[config.mk]
export PLATFORM = sky130hd
export DESIGN_NAME = xor_shift_rng
export DESIGN_NICKNAME = d
export VERILOG_FILES = /design/src/rtl/rng_pkg.sv /design/src/rtl/xorshift_step.sv /design/src/rtl/xor_shift_rng.sv
export SDC_FILE = /design/constraint.sdc
export NUM_CORES = 1
export LEC_CHECK = 0
export CAP_MARGIN = 20
export CORE_MARGIN = 1.5
export CORE_UTILIZATION = 30
export CTS_CLUSTER_DIAMETER = 150
export DETAILED_ROUTE_END_ITERATION = 10
export MAX_ROUTING_LAYER = met4
export SLEW_MARGIN = 10
export SYNTH_ARGS = -nofsm -noshare
export SYNTH_HDL_FRONTEND = slang
export SYNTH_SLANG_ARGS = --single-unit
[constraint.sdc]
create_clock -name clk -period 10.3 [get_ports clk]
set_clock_uncertainty 0.15 [all_clocks]
set_input_delay 2.06 -clock clk [delete_from_list [all_inputs] [get_ports clk]]
set_output_delay 2.06 -clock clk [all_outputs]
set_load 0.005 [all_outputs]
[src/rtl/rng_pkg.sv]
// Shared constants, update-source encoding and the xorshift32 next-state
// function for the xorshift random number generator.
package rng_pkg;

  // Default reset state; any nonzero value works, zero is the lock-up point.
  localparam logic [31:0] RNG_DEFAULT_SEED = 32'h2545_F491;

  // Marsaglia xorshift32 shift triple.
  localparam int RNG_SHIFT_A = 13;
  localparam int RNG_SHIFT_B = 17;
  localparam int RNG_SHIFT_C = 5;

  // Width of the CR16-facing half word and of the range bound.
  localparam int RNG_HALF_W = 16;

  // Which source updates the state register on the coming edge.
  typedef enum logic [1:0] {
    UPD_HOLD  = 2'd0,
    UPD_STEP  = 2'd1,
    UPD_LOAD  = 2'd2,
    UPD_RESET = 2'd3
  } upd_sel_e;

  // One xorshift32 step; shifted-out bits drop, vacated bits fill with zero.
  function automatic logic [31:0] xorshift32_next(
    input logic [31:0] x,
    input int          sa = RNG_SHIFT_A,
    input int          sb = RNG_SHIFT_B,
    input int          sc = RNG_SHIFT_C
  );
    logic [31:0] t1;
    logic [31:0] t2;
    // NOTE: blocking assignments are correct here: t1 and t2 are
    // intermediate combinational values read later in the same evaluation.
    t1 = x ^ (x << sa);
    t2 = t1 ^ (t1 >> sb);
    return t2 ^ (t2 << sc);
  endfunction

  // A loaded seed of zero would freeze the generator, so it maps to the seed.
  function automatic logic [31:0] safe_seed(
    input logic [31:0] requested,
    input logic [31:0] fallback
  );
    return (requested == 32'd0) ? fallback : requested;
  endfunction

endpackage : rng_pkg

[src/rtl/xorshift_step.sv]
// Purely combinational 32-bit xorshift next-state function, kept separate so
// it can be exercised on its own.
module xorshift_step
  import rng_pkg::*;
#(
  parameter int SHIFT_A = RNG_SHIFT_A,
  parameter int SHIFT_B = RNG_SHIFT_B,
  parameter int SHIFT_C = RNG_SHIFT_C
) (
  input  logic [31:0] i_state,
  output logic [31:0] o_next
);

  // Next state derived from the current state with the configured shifts.
  always_comb begin
    o_next = xorshift32_next(i_state, SHIFT_A, SHIFT_B, SHIFT_C);
  end

endmodule : xorshift_step

[src/rtl/xor_shift_rng.sv]
// Free-running xorshift32 generator with seed load, a 16-bit view for direct
// CR16 register loads, and a range-bounded value in [0, range_in).
module xor_shift_rng
  import rng_pkg::*;
#(
  parameter logic [31:0] SEED    = RNG_DEFAULT_SEED,
  parameter int          SHIFT_A = RNG_SHIFT_A,
  parameter int          SHIFT_B = RNG_SHIFT_B,
  parameter int          SHIFT_C = RNG_SHIFT_C
) (
  input  logic        clk,
  input  logic        reset,
  input  logic        en,
  input  logic        load,
  input  logic [31:0] seed_in,
  input  logic [15:0] range_in,
  output logic [31:0] rand_out,
  output logic [15:0] rand16,
  output logic [15:0] rand_bounded,
  output logic        valid
);

  logic [31:0] r_state;
  logic        r_valid;
  logic [31:0] w_next;
  logic [31:0] w_load_value;
  logic [31:0] w_product;
  upd_sel_e    w_sel;

  xorshift_step #(
    .SHIFT_A (SHIFT_A),
    .SHIFT_B (SHIFT_B),
    .SHIFT_C (SHIFT_C)
  ) u_step (
    .i_state (r_state),
    .o_next  (w_next)
  );

  assign w_load_value = safe_seed(seed_in, SEED);

  // Resolve the per-edge priority: reset, then load, then en, else hold.
  always_comb begin
    // NOTE: the default assignment first keeps every path assigned, so no
    // latch is inferred when none of the branches below fire.
    w_sel = UPD_HOLD;
    if (reset) begin
      w_sel = UPD_RESET;
    end else if (load) begin
      w_sel = UPD_LOAD;
    end else if (en) begin
      w_sel = UPD_STEP;
    end
  end

  // State register and advance pulse; valid marks only en-driven advances.
  always_ff @(posedge clk) begin
    // NOTE: non-blocking assignments so every register samples the values
    // from before the edge, independent of statement order.
    unique case (w_sel)
      UPD_RESET: begin
        r_state <= SEED;
        r_valid <= 1'b0;
      end
      UPD_LOAD: begin
        r_state <= w_load_value;
        r_valid <= 1'b0;
      end
      UPD_STEP: begin
        r_state <= w_next;
        r_valid <= 1'b1;
      end
      default: begin
        r_valid <= 1'b0;
      end
    endcase
  end

  // Scale the low half word into [0, range_in): upper half of the product.
  always_comb begin
    w_product    = {16'd0, r_state[RNG_HALF_W-1:0]} * {16'd0, range_in};
    rand_bounded = 16'(w_product >> RNG_HALF_W);
  end

  assign rand_out = r_state;
  assign rand16   = r_state[RNG_HALF_W-1:0];
  assign valid    = r_valid;

endmodule : xor_shift_rng

==> results of run 1 <==
worst max-delay path, stage by stage:
cell and delay (ps):
sky130_fd_sc_hd__clkdlybuf4s50_1 420, sky130_fd_sc_hd__buf_6 150, sky130_fd_sc_hd__and2_1 150, sky130_fd_sc_hd__fa_1 530
sky130_fd_sc_hd__inv_1 50, sky130_fd_sc_hd__fa_1 450, sky130_fd_sc_hd__fa_1 500, sky130_fd_sc_hd__inv_1 60
sky130_fd_sc_hd__fa_2 470, sky130_fd_sc_hd__fa_1 510, sky130_fd_sc_hd__inv_1 50, sky130_fd_sc_hd__fa_1 530
sky130_fd_sc_hd__inv_2 60, sky130_fd_sc_hd__ha_4 260, sky130_fd_sc_hd__a21oi_4 160, sky130_fd_sc_hd__o211ai_1 100
sky130_fd_sc_hd__buf_4 160, sky130_fd_sc_hd__a221oi_2 280, sky130_fd_sc_hd__a22oi_2 130, sky130_fd_sc_hd__buf_4 160
sky130_fd_sc_hd__buf_4 120, sky130_fd_sc_hd__a221oi_2 240, sky130_fd_sc_hd__xnor2_1 140, sky130_fd_sc_hd__buf_2 140
per-layer routing:
layer	GRT usage	vias to the layer above
met3	0.0109	43
met2	0.272	238
met5	-	-
met1	0.217	4312
met4	0.0366	0
li1	-	3898
final cells by class:
type / instances / area share
inverter: 227 / 0.0649
multi-input combinational: 838 / 0.658
sequential: 33 / 0.0747
clock buffer: 8 / 0.0104
tap: 455 / 0.0434
timing repair buffer: 211 / 0.148
final timing paths:
path	start	endpoint	cells after the start
min reg2reg	rand_out[27]	rand_out[27]	4
min	rand_out[27]	rand_out[27]	4
max reg2reg	rand_out[10]	rand_out[11]	5
max	range_in[4]	rand_bounded[9]	24
cell usage in the layout, fill, tap and decap left out, types with 18 or more instances in the layout:
cell                              instances
sky130_fd_sc_hd__inv_1                  223
sky130_fd_sc_hd__fa_1                   190
sky130_fd_sc_hd__nand2_1                155
sky130_fd_sc_hd__and2_1                 121
sky130_fd_sc_hd__ha_1                    96
sky130_fd_sc_hd__clkdlybuf4s50_1         94
sky130_fd_sc_hd__buf_4                   85
sky130_fd_sc_hd__xnor2_1                 46
sky130_fd_sc_hd__edfxtp_1                32
sky130_fd_sc_hd__nor2_1                  28
sky130_fd_sc_hd__xor2_1                  28
sky130_fd_sc_hd__o21ai_0                 23
sky130_fd_sc_hd__a22oi_1                 18
sequential cells by signal, summed over array words and instances, names as in the netlist:
signal,count
rand_out,32
valid,1
synth_stat cells (3+ instances only):
cell type	count
sky130_fd_sc_hd__a21o_1	5
sky130_fd_sc_hd__buf_4	16
sky130_fd_sc_hd__a22oi_1	18
sky130_fd_sc_hd__a21oi_1	26
sky130_fd_sc_hd__nand4_1	7
sky130_fd_sc_hd__o211ai_1	14
sky130_fd_sc_hd__nor4_1	11
sky130_fd_sc_hd__clkbuf_1	50
sky130_fd_sc_hd__nor2_1	29
sky130_fd_sc_hd__fa_1	193
sky130_fd_sc_hd__o21ai_0	26
sky130_fd_sc_hd__a211oi_1	4
sky130_fd_sc_hd__o21bai_1	4
sky130_fd_sc_hd__nor3_1	4
sky130_fd_sc_hd__a31oi_1	3
sky130_fd_sc_hd__edfxtp_1	32
sky130_fd_sc_hd__buf_2	7
sky130_fd_sc_hd__ha_1	104
sky130_fd_sc_hd__xnor2_1	47
sky130_fd_sc_hd__and2_1	121
sky130_fd_sc_hd__xor2_1	28
sky130_fd_sc_hd__inv_1	225
sky130_fd_sc_hd__nand3_1	6
sky130_fd_sc_hd__nand2_1	156
metrics by stage:
stage / area, µm² / TNS (ps)
2_1_floorplan: 10500 / 0
3_3_place_gp: 12600 / -1970
3_5_place_dp: 12600 / -2790
6_report: 13100 / 0
5_1_grt: 13100 / -172
4_1_cts: 12900 / 0
what timing repair did:
item	in CTS	in global routing
cloned	0	0
resized for setup	44	46
setup buffers	5	6
pin swaps	19	30
setup endpoints to repair	14	13
logic make-up (layout without fill, tap and decap cells):
logic type / Yosys count / count (layout)
and+or+nand+nor: 347 / 347
buffers and inverters: 303 / 446
adders and majority gates: 297 / 297
AOI/OAI and AO/OA: 118 / 118
xor gates and xnor gates: 75 / 75
DFF: 33 / 33
muxes: 1 / 1
==> results.md, run 1 <==
Run status:
- The flow ran to the end, and the final reports show no timing, DRC or antenna violations.

GRT:
- The maximum number of pins on one net before global-route repair is 33.
- After global routing the overflow that remains totals 0.
- The global-route usage over all layers is 0.163.
- The number of antenna violations at the first check in global routing was 0.
- The number of global-route vias before repair is 8,773.
- The first global-routing pass estimated between 40 and 50 mm of wire.

Logic synthesis:
- The netlist area before placement is 10,500 µm².
- Of the total synthesized cell area, the portion taken by full adders, half adders and majority gates is 0.490.
- The fraction of the mapped netlist area in compound gates was 0.0752.
- The share of the synthesized area in the top cell type is 0.367.
- Of the total synthesized cell area, the portion taken by XOR and XNOR cells is 0.0624.
- The share of synthesized area occupied by flip-flops and latches is 0.0931.
- The library cell occupying the most area in the post-synthesis netlist is sky130_fd_sc_hd__fa_1.
- Of the total synthesized cell area, the portion taken by AND, OR, NAND and NOR gates is 0.162.
- The combinational family with the most area after synthesis is adder cells.
- Yosys attributes the largest share of cell area to sky130_fd_sc_hd__fa_1 37%, sky130_fd_sc_hd__ha_1 12%, sky130_fd_sc_hd__edfxtp_1 9.1%.
- During synthesis, Yosys emitted a total of 0 warnings.
- The mean instance size in the synthesized netlist is 8.97 µm².
- For this run, the leading register cell type out of synthesis is sky130_fd_sc_hd__edfxtp_1.
- The number of unique standard cell types used by synthesis is 53.
- The share of flip-flops with an asynchronous set or reset after synthesis is 0.
- The count of flip-flops with a built-in enable after synthesis is 32.
- The net count after synthesis is ~1,500.
- The flip-flop and latch count after synthesis is 33.
- The portion of netlist area occupied by mux cells is 0.000950.
- The count of mapped cells out of synthesis is 1,174.

Floorplanning:
- The I/O pin count is 117.
- The horizontal extent of the die is 190 µm.
- The core area is 34,500 µm².
- The die covers 36,200 µm².
- After floorplanning, the core was divided into 68 placement rows.
- The floorplan die height is between 150 and 200 µm.
- For this configuration, the core starts out at a cell density of 0.305.

Place:
- The number of buffers inserted by port buffering is 116.
- The number of cells after detailed placement is 1,753.
- Before CTS, the worst setup slack after placement is -414 ps.
- The last weighted congestion value of the routability-driven placer is between 0.8 and 0.9.
- The HPWL after detailed placement is between 20 and 25 mm.

Layout:
- The filler-free cell count of the finished design is between 1,500 and 2,000.
- The fraction of final layout cells sized beyond drive strength 1 is 0.115.
- The combined area of the multi-input logic cells is 8640 µm².
- The area growth from synthesis to layout is 24.6%.
- Once layout is complete, the utilization of the core stands at 0.380.
- The number of antenna diodes in the final layout is 0.
- After filler insertion, the fill cell instance count of the layout stands at 3,530.
- The final net count is 1,665.
- The area taken by flip-flops and latches is 981 µm².

STA:
- The timing-limited maximum frequency is 98.9 MHz.
- The normalized max-slew margin is 0.313.
- The worst path in the final design needs a cycle of between 10,000 and 15,000 ps, including I/O delays and setup.
- The worst hold margin is about 730 ps.
- Setup repair after global routing could not meet its margin everywhere.
- Setup violations remaining at the end of the flow were counted as 0.
- Once routing completed, OpenROAD measured the worst setup slack at about 190 ps.
- The number of pins exceeding their max-slew limit in the final report is 0.
- The final count of hold timing violations was 0.
- Dividing the final minimum period by the clock period gives 0.982.
- At the pin with the least slew margin, the transition time is 1030 ps.

Route:
- The number of vias in the routed layout is 8,491.
- The first-pass detailed-route iteration total is 5.
- The DRC violation total after the first TritonRoute iteration is between 500 and 600.
- The routed length per placed instance is 16.1 µm.
- The routed design uses 1.35 mm of met3 wire.
- Dividing the detail-routed via count by the number of cells gives 4.79.
- After detailed routing, no signal wire sits above met4.
- After detailed routing, the wire length on met1 is 12.1 mm.
- The DRC violation count after routing is 0.
- The residual antenna-violating net count after detailed routing is 0.
- Wire segments on met2 add up to 14.5 mm in the final route.
- For this block, the routed nets add up to 28.5 mm of wire.

Clocking:
- In this run the number of H-tree levels came out at 2.
- The master cell of the clock root buffer is sky130_fd_sc_hd__clkbuf_16.
- For this design, the CTS-stage hold fixing added 0 buffers.
- TritonCTS created 5 clock buffers.
- The CTS tree is built.
- For this design, the sink count on the clock tree is 33.
- After clock tree synthesis, the clock-pin slew on the worst setup and hold paths is 50 ps.
- In this run the deepest clock path goes through 2 buffers.
- The worst-skew pair later-pin latency is 280 ps.

Setup path:
- The nature of the critical path endpoint is an output pin.
- At the worst endpoint, the required time is a little over 8000 ps.
- The critical setup path kind is primary input to output pin.
- Across all register-to-register paths, the minimum setup slack is 7760 ps.
- The largest driver fanout on the critical path is 7.
- Data on the critical path arrives at its endpoint at between 7000 and 8000 ps.
- The launching element type of the critical path is a primary input.

Min path:
- In this run the worst hold path is classified as flip-flop to flip-flop.

Job:
- Max-cap violations in this run came to 0.
Power of run 1 is left out: the tool's default activity adds up to more than one toggle a clock period on the data nets, which glitch-free logic cannot reach.
==> run 2: changes to the inputs <==
- CTS_CLUSTER_SIZE: default -> 14
==> results of run 2 <==
Same layout as run 1: the final DEF is identical, and so are final timing and power.
Power of run 2 is left out for the same reason.
